File: src/rtl/piso_serializer.sv
// piso_serializer
// Parallel-in, serial-out word serializer feeding a downstream serial pattern
// detector. Words of WIDTH bits are accepted over a valid/ready handshake and
// shifted out one bit per clock. A one-word hold buffer lets consecutive words
// stream with no idle bit between them. The serial line idles at 0.
//
// Ports:
//   clk         clock; all state changes on the rising edge
//   reset       synchronous, active-high reset
//   load_data   word to serialize (WIDTH bits)
//   load_valid  load_data is valid
//   load_ready  block can accept a word this cycle
//   out         serial bit (0 while idle)
//   out_valid   out carries a real data bit
//   last_bit    high together with the final bit of each word
//   busy        a shift is in progress or a word is held
//
// Handshake: a word is transferred at a rising edge where load_valid and
// load_ready are both high. load_ready depends only on registered state and
// reset, never on load_valid. The producer holds load_data stable while
// load_valid is high and may drop load_valid after any transfer edge.
module piso_serializer #(
  parameter int WIDTH     = 8,
  parameter bit MSB_FIRST = 1'b1
) (
  input  logic             clk,
  input  logic             reset,
  input  logic [WIDTH-1:0] load_data,
  input  logic             load_valid,
  output logic             load_ready,
  output logic             out,
  output logic             out_valid,
  output logic             last_bit,
  output logic             busy
);

  localparam int            CW       = (WIDTH > 1) ? $clog2(WIDTH) : 1;
  localparam logic [CW-1:0] CNT_LAST = CW'(WIDTH - 1);

  typedef enum logic {
    IDLE  = 1'b0,
    SHIFT = 1'b1
  } state_t;

  state_t           state;
  logic [WIDTH-1:0] sreg;
  logic [WIDTH-1:0] hbuf;
  logic [CW-1:0]    cnt;
  logic             hvalid;

  logic             accept;
  logic             cur_bit;
  logic [WIDTH-1:0] sreg_shifted;

  // A full hold buffer is the only back-pressure; reset also blocks transfers.
  assign load_ready = ~hvalid & ~reset;
  assign accept     = load_valid & load_ready;

  // The bit on the line is always the one at the output end of sreg; the
  // register moves toward that end once per emitted bit.
  always_comb begin
    if (MSB_FIRST) begin
      cur_bit      = sreg[WIDTH-1];
      sreg_shifted = {sreg[WIDTH-2:0], 1'b0};
    end else begin
      cur_bit      = sreg[0];
      sreg_shifted = {1'b0, sreg[WIDTH-1:1]};
    end
  end

  // Outputs are decoded from registers only, so load_* never reaches out.
  assign out_valid = (state == SHIFT);
  assign out       = out_valid & cur_bit;
  assign last_bit  = out_valid & (cnt == CNT_LAST);
  assign busy      = out_valid | hvalid;

  always_ff @(posedge clk) begin
    if (reset) begin
      state  <= IDLE;
      cnt    <= '0;
      sreg   <= '0;
      hbuf   <= '0;
      hvalid <= 1'b0;
    end else begin
      case (state)
        IDLE: begin
          if (accept) begin
            sreg  <= load_data;
            cnt   <= '0;
            state <= SHIFT;
          end
        end
        SHIFT: begin
          if (cnt != CNT_LAST) begin
            sreg <= sreg_shifted;
            cnt  <= cnt + CW'(1);
            if (accept) begin
              hbuf   <= load_data;
              hvalid <= 1'b1;
            end
          end else if (hvalid) begin
            // Held word follows immediately; load_ready was low, so no accept.
            sreg   <= hbuf;
            hvalid <= 1'b0;
            cnt    <= '0;
          end else if (accept) begin
            // Word offered on the last-bit cycle goes straight into sreg.
            sreg <= load_data;
            cnt  <= '0;
          end else begin
            state <= IDLE;
          end
        end
        default: state <= IDLE;
      endcase
    end
  end

endmodule

File: config.mk
export PLATFORM = sky130hd
export DESIGN_NAME = piso_serializer
export DESIGN_NICKNAME = d
export VERILOG_FILES = /design/src/rtl/piso_serializer.sv
export SDC_FILE = /design/constraint.sdc
export NUM_CORES = 1
export LEC_CHECK = 0
export ABC_AREA = 1
export BUFFER_PORTS_ARGS = -buffer_cell sky130_fd_sc_hd__buf_2
export CAP_MARGIN = 20
export CORE_ASPECT_RATIO = 1.25
export CORE_MARGIN = 2
export CORE_UTILIZATION = 30
export DETAILED_ROUTE_END_ITERATION = 8
export MAX_ROUTING_LAYER = met4
export SETUP_SLACK_MARGIN = 0.1
export SYNTH_ARGS = -nofsm -noshare
export SYNTH_HDL_FRONTEND = slang
export SYNTH_SLANG_ARGS = --single-unit
File: constraint.sdc
create_clock -name clk -period 1.67 [get_ports clk]
set_clock_uncertainty 0.2 [all_clocks]
set_input_delay 0.2505 -clock clk [delete_from_list [all_inputs] [get_ports clk]]
set_output_delay 0.2505 -clock clk [all_outputs]
set_load 0.01 [all_outputs]
Word-level counts from Yosys, hierarchy flattened
Index checks and enable logic that the tools add are counted.

$add $sub $neg: 1. Eq/ne operators: 3. Bitwise gates (word level): 8. Mux-type cells: 14. Reduce and logical (&&, ||, !) cells: 2.

Operator list (number): two-way mux 8 bit (3); case mux 8 bit (2 select lines) (1); two-way mux 3 bit (3); case mux 3 bit (2 select lines) (1); two-way mux 1 bit (5); AND 1 bit (4); adder 3 x 1 -> 3 bit (second input constant) (1); equality test 3 bit (second input constant) (1); != test 3 bit (second input constant) (1); NOT 1 bit (3); AND reduction 3 bit (1); != test 2 bit (second input constant) (1); case mux 1 bit (2 select lines) (1); AND reduction 2 bit (1); bitwise OR 1 bit (1).

Output and inout port bits: 5. Input bits: 11. Register bits: 21.

Longest topological paths before layout
Gate-level depths: netlist of the first run.

Word-level depth: 7. Depth in mapped cells: 8. Mapped depth without buffers: 8.

Worst setup path before layout of the first run
OpenSTA, ideal clock, no wires.

Kind: register to register. Start: register cnt[0]. End: register sreg[0]. Arrival time: 1.180 ns. Buffers on the path: 0. Slack: 0.177 ns. Stages on the path, launching flop included: 9. Path through: dfxtp_1 ha_1 ha_1 nand2_1 inv_1 o21ai_0 nor2_1 o21ai_1 inv_1.

Longest elaborated chain between the ends: 3.

RTL lines: from (decl) (line 48) `logic [CW-1:0] cnt;`; from (signal assigned) (line 96) `cnt <= cnt + CW'(1);`; != test 3 bit (line 94) `if (cnt != CNT_LAST) begin`; two-way mux 8 bit (line 94); case mux 8 bit (2 select lines) (line 85) `case (state)`; to (signal assigned) (line 88) `sreg <= load_data;`; to (signal assigned) (line 95) `sreg <= sreg_shifted;`; to (signal assigned) (line 103) `sreg <= hbuf;`; to (decl) (line 46) `logic [WIDTH-1:0] sreg;`.

No other way between the ends. A chain may end at the register's enable or synchronous reset.

Worst setup path in the final report of the first run
Start: register cnt[0]. End: output last_bit.

Longest elaborated chain between the ends: 2.

RTL lines: equality test 3 bit (line 74) `assign last_bit = out_valid & (cnt == CNT_LAST);`; AND 1 bit (line 74); to (decl) (line 33) `output logic last_bit,`.

No other way between the ends.

==> flow_results.xml, run 1 <==
<?xml version="1.0" encoding="UTF-8"?>
<metrics>
  <group name="routing">
    <metric name="first_drt_pass_iteration_count" unit="">4</metric>
    <metric name="detail_route.wl_per_cell" unit="µm">12.5</metric>
    <metric name="detail_route.iter0.violations" unit="">46</metric>
    <metric name="route.antenna.remaining_nets" unit="">0</metric>
    <metric name="post_drt_via_cell_ratio" unit="">4.96</metric>
    <metric name="wl" unit="mm">2.77</metric>
    <metric name="drcViolationCount" unit="">0</metric>
    <metric name="routed-via-count" unit="">1101</metric>
  </group>
  <group name="floorplan">
    <metric name="core_area" unit="mm²">0.00345</metric>
    <metric name="initial_utilization" unit="">0.311</metric>
    <metric name="die_w" unit="µm">57.5</metric>
    <metric name="dieHeight" unit="µm">70.9</metric>
    <metric name="floorplan.io_pins" unit="">16</metric>
    <metric name="floorplan.rows" unit="">24</metric>
    <metric name="die-area" unit="mm²">0.00408</metric>
  </group>
  <group name="finish">
    <metric name="register_area" unit="µm²">423</metric>
    <metric name="finalInstanceArea" unit="mm²">0.00133</metric>
    <metric name="diodes" unit="">0</metric>
    <metric name="count_of_nets_after_finishing" unit="">197</metric>
    <metric name="drive_above_1_share" unit="">0.240</metric>
    <metric name="synthToLayoutAreaGrowth" unit="%">23.9</metric>
    <metric name="area_of_combinational_cells_with_multiple_inputs" unit="µm²">618</metric>
    <metric name="num-fill-cells" unit="">360</metric>
  </group>
  <group name="critical_path">
    <metric name="path_common_cell" unit="">ha_4</metric>
    <metric name="critPathCaptureType" unit="">primary output</metric>
    <metric name="cp_max_fo" unit="">3</metric>
    <metric name="req_time_crit_path" unit="ns">1.22</metric>
    <metric name="timing.critical_path.max_delay_family" unit="">flip-flops</metric>
    <metric name="worstSetupPathType" unit="">flip-flop to primary output</metric>
    <metric name="arrival" unit="ns">1.16</metric>
    <metric name="timing.critical_path.cells" unit="">ha_4, ha_4, nand2_4, inv_2, buf_6</metric>
    <metric name="worstPathBufferInverterCount" unit="">2</metric>
    <metric name="max_stage_delay" unit="ns">0.34</metric>
    <metric name="start_kind" unit="">flip-flop</metric>
    <metric name="cp_slowest_cell" unit="">dfxtp_2</metric>
  </group>
  <group name="synth">
    <metric name="ys.warnings.count" unit="">0</metric>
    <metric name="synth_area_leaders" unit="">dfxtp_1 39%, nor2_1 12%, nand2_1 10%</metric>
    <metric name="syn-cell-area" unit="mm²">0.00107</metric>
    <metric name="synth_seq_area_share" unit="">0.392</metric>
    <metric name="netlist.area_leader.share" unit="">0.392</metric>
    <metric name="synth_top_cell_by_area" unit="">dfxtp_1</metric>
    <metric name="syn_avg_cell_area" unit="µm²">6.67</metric>
    <metric name="postSynthCellCount" unit="">161</metric>
    <metric name="post_synthesis_net_count" unit="">174</metric>
    <metric name="synth.distinct_cells" unit="">20</metric>
    <metric name="synth-seq-cells" unit="">21</metric>
  </group>
  <group name="clock_tree">
    <metric name="clock_sink_count" unit="">21</metric>
    <metric name="cts_made_buffers" unit="">3</metric>
    <metric name="postCtsHoldBufs" unit="">0</metric>
    <metric name="worst_skew_pair.late_latency" unit="ns">0.26</metric>
    <metric name="cts_htree_levels" unit="">1</metric>
    <metric name="cts-root-buf" unit="">clkbuf_8</metric>
    <metric name="tritoncts" unit="">done</metric>
    <metric name="max_root_sink_buffers" unit="">2</metric>
    <metric name="clkTransAtPathRegs" unit="ns">0.08</metric>
  </group>
  <group name="timing">
    <metric name="maxSlewViolCount" unit="">0</metric>
    <metric name="number_of_failing_setup_endpoints_in_the_final_timing_report" unit="">0</metric>
    <metric name="max_transition_margin" unit="">0.793</metric>
    <metric name="final.period_utilization" unit="">0.963</metric>
    <metric name="finalSetupTns" unit="ns">0</metric>
    <metric name="timing_hold_violations_final" unit="">0</metric>
    <metric name="min_period" unit="ns">1.61</metric>
    <metric name="tightestPinTransition" unit="ns">0.309</metric>
    <metric name="clock.fmax" unit="MHz">622</metric>
    <metric name="setup_repair_after_global_routing_missed_its_margin" unit="">true</metric>
  </group>
  <group name="place">
    <metric name="postPlaceCellArea" unit="mm²">0.00120</metric>
    <metric name="port_buffers" unit="">15</metric>
    <metric name="dp.final_hpwl" unit="mm">1.91</metric>
    <metric name="place_congestion" unit="">0.793</metric>
  </group>
  <group name="pwr">
    <metric name="internal_power" unit="mW">0.765</metric>
    <metric name="vdd.ir_drop.worst" unit="mV">0.442</metric>
    <metric name="power.density" unit="mW/mm²">794</metric>
    <metric name="p_leak" unit="nW">0.654</metric>
    <metric name="p_seq_frac" unit="">0.521</metric>
    <metric name="p_comb_frac" unit="">0.156</metric>
    <metric name="clock_power_share" unit="">0.323</metric>
    <metric name="power.switching_fraction" unit="">0.275</metric>
    <metric name="power.net_switching" unit="mW">0.291</metric>
  </group>
  <group name="global_route">
    <metric name="grt_pass1_vias" unit="">1026</metric>
    <metric name="grt_max_degree" unit="">18</metric>
    <metric name="antenna_found_initial" unit="">0</metric>
    <metric name="grt_usage" unit="">0.148</metric>
    <metric name="grt_pass1_wl" unit="mm">4.54</metric>
    <metric name="grt_overflow" unit="">0</metric>
  </group>
  <group name="status">
    <metric name="outcome" unit="">finished clean</metric>
  </group>
  <group name="flow_run">
    <metric name="maxCapViolations" unit="">0</metric>
  </group>
  <group name="hold_path">
    <metric name="min_path_type" unit="">primary input to flip-flop</metric>
  </group>
</metrics>
==> cell families (layout without fill, tap and decap cells) <==
kind of cell    count (synthesis)  count (layout)  share of synthesized area
buf+inv                        17              39                     0.0746
compound gates                 31              31                      0.145
simple gates                   90              90                      0.366
flops                          21              21                      0.392
fa+ha+maj                       2               2                     0.0233
==> power by group through the flow <==
stage / logic, mW / registers (mW) / clock network [mW]
after global placement: 0.160 / 0.558 / 0
after global routing: 0.189 / 0.553 / 0.364
final: 0.165 / 0.550 / 0.341
after detailed placement: 0.160 / 0.558 / 0
after CTS: 0.161 / 0.548 / 0.346
after floorplan: 0.115 / 0.554 / 0
==> cell type report <==
cell class / instances / share of cell area
clock buffer: 4 / 0.0339
inverter: 11 / 0.0320
multi-input combinational: 123 / 0.465
sequential: 21 / 0.318
tap: 39 / 0.0367
timing repair buffer: 24 / 0.115
==> metrics by stage <==
step / worst slack, ns / power (mW) / utilization / std cells / hold WS (ns)
3_5_place_dp: 0.0882 / 0.718 / 0.349 / 215 / 0.257
3_3_place_gp: 0.131 / 0.717 / 0.349 / 215 / 0.245
2_1_floorplan: 0.177 / 0.668 / - / 161 / 0.120
5_1_grt: 0.0172 / 1.11 / 0.385 / 222 / 0.0480
4_1_cts: 0.0792 / 1.06 / 0.379 / 222 / 0.0464
6_report: 0.0622 / 1.06 / 0.385 / 222 / 0.0394
==> Yosys cell counts (all sizes together) <==
master,number
buf,4
a21oi,17
dfxtp,21
nand3,22
nand2,33
clkinv,1
o21ai,14
ha,2
nor2,35
inv,10
clkbuf,2
==> cell usage in the layout, fill, tap and decap left out, drive strengths merged <==
cell	n
nand3	22
ha	2
dfxtp	21
inv	10
nand2	33
o21ai	14
clkinv	1
a21oi	17
buf	24
nor2	35
clkbuf	4
==> path summary, 6_finish.rpt <==
| path | start | endpoint | slack (ns) | depth (start not counted) |
|---|---|---|---|---|
| setup / recovery | cnt[0] | last_bit | 0.06 | 5 |
| hold / removal | reset | cnt[1] | 0.04 | 2 |
| setup reg to reg | cnt[1] | sreg[6] | 0.10 | 8 |
| hold reg to reg | cnt[0] | cnt[0] | 0.27 | 1 |
==> routing by layer <==
metal | vias up | GRT usage | share of wire
met5 | - | - | 0
met4 | 0 | 0.0672 | 0.013
met3 | 4 | 0.0256 | 0.031
met2 | 20 | 0.253 | 0.51
met1 | 509 | 0.165 | 0.44
li1 | 568 | - | -
==> repair_timing <==
item | 4_1_cts | 5_1_grt
endpoints found under the setup margin | 9 | 15
resized for setup | 9 | 8
pin swaps | 1 | 3
endpoints found under the hold margin | 0 | 0
buffers inserted | 3 | 0
==> sequential cells by signal, indices dropped and copies added (netlist names) <==
register	flops
cnt	3
hbuf	8
hvalid	1
out_valid	1
sreg	8
==> worst reg2reg max path, delay by kind of cell (launching register included) <==
| kind | cells | cell delay, ns |
|---|---|---|
| buffers and inverters | 3 | 0.38 |
| AO/OA/AOI/OAI | 2 | 0.16 |
| AND/OR/NAND/NOR | 1 | 0.06 |
| adder cells (fa/ha/maj) | 2 | 0.30 |
| flip-flops | 1 | 0.36 |
Power figures use the tool's default switching activity.
==> inputs of run 2 (changes only) <==
SETUP_SLACK_MARGIN = 0.5   (was 0.1)
==> run 2 against run 1 <==
Die area stayed put. Via count is 3.9% higher. Sequential power hardly changed. Combinational power is 44% higher. First-iteration DRC count is 59% lower. Clock-buffer cell count stayed put. Worst hold slack better by 0.0032 ns. Setup slack better by 0.014 ns. Fmax is 0.87% higher. Design area is 19% higher. Sequential share of layout area is 4.8 points lower. Highest routed layer unchanged.
==> flow_results.xml, run 2 (synthesized netlist as in run 1, its figures left out) <==
<?xml version="1.0" encoding="UTF-8"?>
<metrics>
  <group name="routing">
    <metric name="wl" unit="mm">2.95</metric>
    <metric name="detail_route.wl_per_cell" unit="µm">12.9</metric>
    <metric name="first_drt_pass_iteration_count" unit="">4</metric>
    <metric name="drcViolationCount" unit="">0</metric>
    <metric name="wl_met3" unit="µm">60</metric>
    <metric name="route.antenna.remaining_nets" unit="">0</metric>
    <metric name="m1WireLength" unit="mm">1.37</metric>
    <metric name="routed.top_layer" unit="">met4</metric>
    <metric name="post_drt_via_cell_ratio" unit="">5.02</metric>
    <metric name="detail_route.iter0.violations" unit="">19</metric>
    <metric name="route.met2.wl" unit="mm">1.48</metric>
    <metric name="routed-via-count" unit="">1144</metric>
  </group>
  <group name="critical_path">
    <metric name="r2r_start" unit="">cnt[1]</metric>
    <metric name="cp_max_fo" unit="">3</metric>
    <metric name="critPathCaptureType" unit="">primary output</metric>
    <metric name="crit_start" unit="">cnt[1]</metric>
    <metric name="start_kind" unit="">flip-flop</metric>
    <metric name="worstSetupPathType" unit="">flip-flop to primary output</metric>
    <metric name="req_time_crit_path" unit="ns">1.22</metric>
    <metric name="arrival" unit="ns">1.14</metric>
  </group>
  <group name="clock_tree">
    <metric name="worst_skew_pair.late_latency" unit="ns">0.26</metric>
    <metric name="clkTransAtPathRegs" unit="ns">0.07</metric>
    <metric name="tritoncts" unit="">done</metric>
    <metric name="cts-root-buf" unit="">clkbuf_8</metric>
    <metric name="cts_htree_levels" unit="">1</metric>
    <metric name="cts_made_buffers" unit="">3</metric>
    <metric name="postCtsHoldBufs" unit="">0</metric>
    <metric name="clock_sink_count" unit="">21</metric>
    <metric name="max_root_sink_buffers" unit="">2</metric>
  </group>
  <group name="timing">
    <metric name="maxSlewViolCount" unit="">0</metric>
    <metric name="min_period" unit="ns">1.59</metric>
    <metric name="postLayoutSetupSlackWorst" unit="ns">0.0761</metric>
    <metric name="holdWs" unit="ns">0.0426</metric>
    <metric name="tightestPinTransition" unit="ns">0.346</metric>
    <metric name="setup_repair_after_global_routing_missed_its_margin" unit="">true</metric>
    <metric name="clock.fmax" unit="MHz">627</metric>
    <metric name="number_of_failing_setup_endpoints_in_the_final_timing_report" unit="">0</metric>
    <metric name="timing_hold_violations_final" unit="">0</metric>
    <metric name="final.period_utilization" unit="">0.954</metric>
    <metric name="max_transition_margin" unit="">0.769</metric>
    <metric name="finalSetupTns" unit="ns">0</metric>
  </group>
  <group name="finish">
    <metric name="finish.cell_count_without_fillers" unit="">228</metric>
    <metric name="postLayoutCoreUtil" unit="">0.460</metric>
    <metric name="area_of_combinational_cells_with_multiple_inputs" unit="µm²">777</metric>
    <metric name="num-fill-cells" unit="">358</metric>
    <metric name="finalInstanceArea" unit="mm²">0.00159</metric>
    <metric name="count_of_nets_after_finishing" unit="">203</metric>
    <metric name="diodes" unit="">0</metric>
    <metric name="layout.cells.most_common" unit="">nor2_1</metric>
    <metric name="register_area" unit="µm²">428</metric>
    <metric name="synthToLayoutAreaGrowth" unit="%">47.9</metric>
    <metric name="registers_with_the_most_flip_flops" unit="">hbuf x8, sreg x8, cnt x3</metric>
    <metric name="layout_common_cells" unit="">27 x nor2_1, 25 x nand2_1, 17 x dfxtp_1</metric>
    <metric name="drive_above_1_share" unit="">0.450</metric>
  </group>
  <group name="status">
    <metric name="outcome" unit="">finished clean</metric>
  </group>
  <group name="global_route">
    <metric name="grt_usage" unit="">0.145</metric>
    <metric name="grt_pass1_vias" unit="">1048</metric>
    <metric name="grt_pass1_wl" unit="mm">4.58</metric>
    <metric name="grt_max_degree" unit="">18</metric>
    <metric name="grt_overflow" unit="">0</metric>
    <metric name="antenna_found_initial" unit="">0</metric>
  </group>
  <group name="floorplan">
    <metric name="die-area" unit="mm²">0.00408</metric>
    <metric name="floorplan.io_pins" unit="">16</metric>
    <metric name="die_w" unit="µm">57.5</metric>
    <metric name="dieHeight" unit="µm">70.9</metric>
    <metric name="floorplan.rows" unit="">24</metric>
    <metric name="initial_utilization" unit="">0.311</metric>
    <metric name="core_area" unit="mm²">0.00345</metric>
  </group>
  <group name="place">
    <metric name="pre_cts_slack" unit="ns">0.200</metric>
    <metric name="dp.final_hpwl" unit="mm">1.76</metric>
    <metric name="place_congestion" unit="">0.780</metric>
    <metric name="dp_cells" unit="">213</metric>
    <metric name="postPlaceCellArea" unit="mm²">0.00127</metric>
    <metric name="port_buffers" unit="">15</metric>
  </group>
  <group name="pwr">
    <metric name="vdd.ir_drop.worst" unit="mV">0.411</metric>
    <metric name="power.density" unit="mW/mm²">708</metric>
    <metric name="report.power.total" unit="mW">1.12</metric>
    <metric name="p_leak" unit="nW">0.745</metric>
  </group>
  <group name="hold_path">
    <metric name="worstHoldStart" unit="">reset</metric>
    <metric name="min_path_type" unit="">primary input to flip-flop</metric>
  </group>
  <group name="flow_run">
    <metric name="maxCapViolations" unit="">0</metric>
  </group>
</metrics>
==> run 2: path summary, 6_finish.rpt <==
| check | endpoint | slack (ns) | cells past startpoint |
|---|---|---|---|
| worst max-delay path | last_bit | 0.08 | 5 |
| worst min-delay path | out_valid | 0.04 | 2 |
| worst max register to register | hbuf[1] | 0.09 | 7 |
| worst min register to register | hbuf[1] | 0.28 | 2 |
==> run 2: repair_timing <==
item	CTS	global route
hold endpoints to repair	0	0
setup endpoints to repair	26	26
gates cloned	0	1
gates resized for setup	8	35
pin swaps	5	18
setup buffers	9	1
==> run 2: layout make-up <==
type | instances | share of cell area
well taps | 39 | 0.0307
inverters | 11 | 0.0370
repair buffers | 29 | 0.145
multi-input cells | 124 | 0.489
clock buffers | 4 | 0.0284
flip-flops and latches | 21 | 0.270
==> run 2: report_power, final <==
group / switching, mW / internal (mW) / total (mW)
clock network: 0.170 / 0.170 / 0.340
registers: 0.0195 / 0.529 / 0.548
logic: 0.135 / 0.102 / 0.237
==> run 2: worst max-delay path, stage by stage (launching register included) <==
cell,delay [ns]
dfxtp_2,0.34
ha_4,0.16
ha_4,0.17
nand2_4,0.07
inv_4,0.04
buf_6,0.11
==> run 2: layer usage <==
| metal | track usage | vias up |
|---|---|---|
| met5 | - | - |
| met4 | 0.0465 | 0 |
| met3 | 0.0238 | 4 |
| met2 | 0.239 | 15 |
| met1 | 0.180 | 540 |
| li1 | - | 585 |
==> inputs of run 3 (changes only) <==
RECOVER_POWER = 25   (was default)
==> run 3 against run 2 <==
Critical path depth is the same. Clock power about the same. Utilization is essentially flat. Flip-flop and latch count unchanged. Global-route usage unchanged. Fmax is the same. Non-clock buffer count unchanged. Routed wire length is the same. Clock-buffer cell count is the same. Sequential power about the same. Register-to-register slack about the same. Die area did not move.
==> flow_results.xml, run 3 (synthesized netlist as in run 1, its figures left out) <==
<?xml version="1.0" encoding="UTF-8"?>
<metrics>
  <group name="routing">
    <metric name="wl" unit="mm">2.95</metric>
    <metric name="detail_route.wl_per_cell" unit="µm">12.9</metric>
    <metric name="first_drt_pass_iteration_count" unit="">4</metric>
    <metric name="routed-via-count" unit="">1144</metric>
    <metric name="route.antenna.remaining_nets" unit="">0</metric>
    <metric name="drcViolationCount" unit="">0</metric>
    <metric name="detail_route.iter0.violations" unit="">19</metric>
    <metric name="post_drt_via_cell_ratio" unit="">5.02</metric>
  </group>
  <group name="finish">
    <metric name="drive_above_1_share" unit="">0.444</metric>
    <metric name="count_of_nets_after_finishing" unit="">203</metric>
    <metric name="finalInstanceArea" unit="mm²">0.00159</metric>
    <metric name="layout.cells.most_common" unit="">nor2_1</metric>
    <metric name="layout_common_cells" unit="">27 x nor2_1, 25 x nand2_1, 18 x dfxtp_1</metric>
    <metric name="postLayoutCoreUtil" unit="">0.459</metric>
    <metric name="synthToLayoutAreaGrowth" unit="%">47.8</metric>
    <metric name="registers_with_the_most_flip_flops" unit="">hbuf x8, sreg x8, cnt x3</metric>
    <metric name="diodes" unit="">0</metric>
  </group>
  <group name="clock_tree">
    <metric name="max_root_sink_buffers" unit="">2</metric>
    <metric name="cts_htree_levels" unit="">1</metric>
    <metric name="tritoncts" unit="">done</metric>
    <metric name="cts_made_buffers" unit="">3</metric>
    <metric name="worst_skew_pair.late_latency" unit="ns">0.26</metric>
    <metric name="clock_sink_count" unit="">21</metric>
    <metric name="cts-root-buf" unit="">clkbuf_8</metric>
    <metric name="clkTransAtPathRegs" unit="ns">0.07</metric>
  </group>
  <group name="place">
    <metric name="dp.final_hpwl" unit="mm">1.76</metric>
    <metric name="place_congestion" unit="">0.780</metric>
    <metric name="postPlaceCellArea" unit="mm²">0.00127</metric>
    <metric name="pre_cts_slack" unit="ns">0.200</metric>
    <metric name="port_buffers" unit="">15</metric>
  </group>
  <group name="critical_path">
    <metric name="r2r_start" unit="">cnt[1]</metric>
    <metric name="cp_max_fo" unit="">3</metric>
    <metric name="cp_slowest_cell" unit="">dfxtp_2</metric>
    <metric name="path_common_cell" unit="">ha_4</metric>
    <metric name="timing.critical_path.cells" unit="">ha_4, ha_4, nand2_4, inv_4, buf_6</metric>
    <metric name="req_time_crit_path" unit="ns">1.22</metric>
    <metric name="timing.reg2reg.setup_slack" unit="ns">0.09</metric>
    <metric name="max_stage_delay" unit="ns">0.34</metric>
    <metric name="timing.critical_path.max_delay_family" unit="">flip-flops</metric>
    <metric name="worstReg2RegEnd" unit="">hbuf[1]</metric>
    <metric name="worstSetupPathType" unit="">flip-flop to primary output</metric>
    <metric name="worstPathBufferInverterCount" unit="">2</metric>
    <metric name="arrival" unit="ns">1.14</metric>
    <metric name="start_kind" unit="">flip-flop</metric>
    <metric name="worst-r2r-cell-count" unit="">7</metric>
    <metric name="critPathCaptureType" unit="">primary output</metric>
  </group>
  <group name="floorplan">
    <metric name="dieHeight" unit="µm">70.9</metric>
    <metric name="floorplan.io_pins" unit="">16</metric>
    <metric name="core_area" unit="mm²">0.00345</metric>
    <metric name="floorplan.rows" unit="">24</metric>
    <metric name="die_w" unit="µm">57.5</metric>
    <metric name="die-area" unit="mm²">0.00408</metric>
    <metric name="initial_utilization" unit="">0.311</metric>
  </group>
  <group name="timing">
    <metric name="final.period_utilization" unit="">0.954</metric>
    <metric name="postLayoutSetupSlackWorst" unit="ns">0.0761</metric>
    <metric name="maxSlewViolCount" unit="">0</metric>
    <metric name="clock.fmax" unit="MHz">627</metric>
    <metric name="setup_repair_after_global_routing_missed_its_margin" unit="">true</metric>
    <metric name="finalSetupTns" unit="ns">0</metric>
    <metric name="number_of_failing_setup_endpoints_in_the_final_timing_report" unit="">0</metric>
    <metric name="max_transition_margin" unit="">0.769</metric>
    <metric name="tightestPinTransition" unit="ns">0.346</metric>
    <metric name="min_period" unit="ns">1.59</metric>
    <metric name="timing_hold_violations_final" unit="">0</metric>
  </group>
  <group name="global_route">
    <metric name="grt_usage" unit="">0.145</metric>
    <metric name="antenna_found_initial" unit="">0</metric>
    <metric name="grt_overflow" unit="">0</metric>
    <metric name="grt_max_degree" unit="">18</metric>
    <metric name="grt_pass1_vias" unit="">1048</metric>
    <metric name="grt_pass1_wl" unit="mm">4.58</metric>
  </group>
  <group name="pwr">
    <metric name="vdd.ir_drop.worst" unit="mV">0.411</metric>
    <metric name="p_leak" unit="nW">0.745</metric>
    <metric name="power.density" unit="mW/mm²">709</metric>
  </group>
  <group name="status">
    <metric name="outcome" unit="">finished clean</metric>
  </group>
  <group name="flow_run">
    <metric name="maxCapViolations" unit="">0</metric>
  </group>
  <group name="hold_path">
    <metric name="worstHoldStart" unit="">reset</metric>
    <metric name="hold-path-cell-count" unit="">2</metric>
    <metric name="hold-path-endpoint" unit="">cnt[1]</metric>
    <metric name="min_path_type" unit="">primary input to flip-flop</metric>
  </group>
</metrics>
[run 3: cell types whose count changed in the layout (fill, tap and decap cells not counted)]
| cell | change |
|---|---|
| dfxtp_1 | +1 |
| dfxtp_2 | -1 |
[run 3: repair_timing]
item / 4_1_cts / 5_1_grt
pin swaps: 5 / 18
setup buffers: 9 / 1
setup endpoints to repair: 26 / 26
gates cloned: 0 / 1
resized for setup: 8 / 35
hold buffers: 0 / 0
[run 3: worst max path at each step]
| stage | from | endpoint | cells past startpoint |
|---|---|---|---|
| floorplan | cnt[1] | cnt[1] | 8 |
| global placement | cnt[0] | hbuf[0] | 6 |
| detailed placement | cnt[1] | cnt[1] | 8 |
| CTS | cnt[0] | last_bit | 5 |
| global route | cnt[1] | hbuf[2] | 8 |
| finish | cnt[1] | last_bit | 5 |
[run 3: power breakdown]
part	switching, mW	internal, mW	total (mW)	leakage, nW
logic	0.135	0.102	0.237	0.549
clock network	0.170	0.170	0.340	0.0228
registers	0.0195	0.528	0.548	0.173
total	0.324	0.800	1.12	0.745
[run 3: stage by stage]
stage / power [mW] / cells / hold WS, ns
floorplan: 0.684 / 161 / 0.110
global placement: 0.735 / 213 / 0.247
detailed placement: 0.734 / 213 / 0.247
CTS: 1.10 / 226 / 0.0346
finish: 1.12 / 228 / 0.0460
global route: 1.19 / 228 / 0.0505
[run 3: area by class of cell]
| class | instances | area [µm²] |
|---|---|---|
| Clock buffer | 4 | 45.0 |
| Timing Repair Buffer | 29 | 230 |
| Sequential cell | 21 | 427 |
| Tap cell | 39 | 48.8 |
| Multi-Input combinational cell | 124 | 777 |
| Inverter | 11 | 58.8 |
| Fill cell | 356 | 1870 |
[run 3: per-layer routing]
layer | vias to the layer above | wire length [µm] | GRT usage
met5 | - | 0 | -
met2 | 15 | 1480 | 0.239
met3 | 4 | 60 | 0.0238
li1 | 585 | - | -
met4 | 0 | 36 | 0.0465
met1 | 540 | 1370 | 0.180
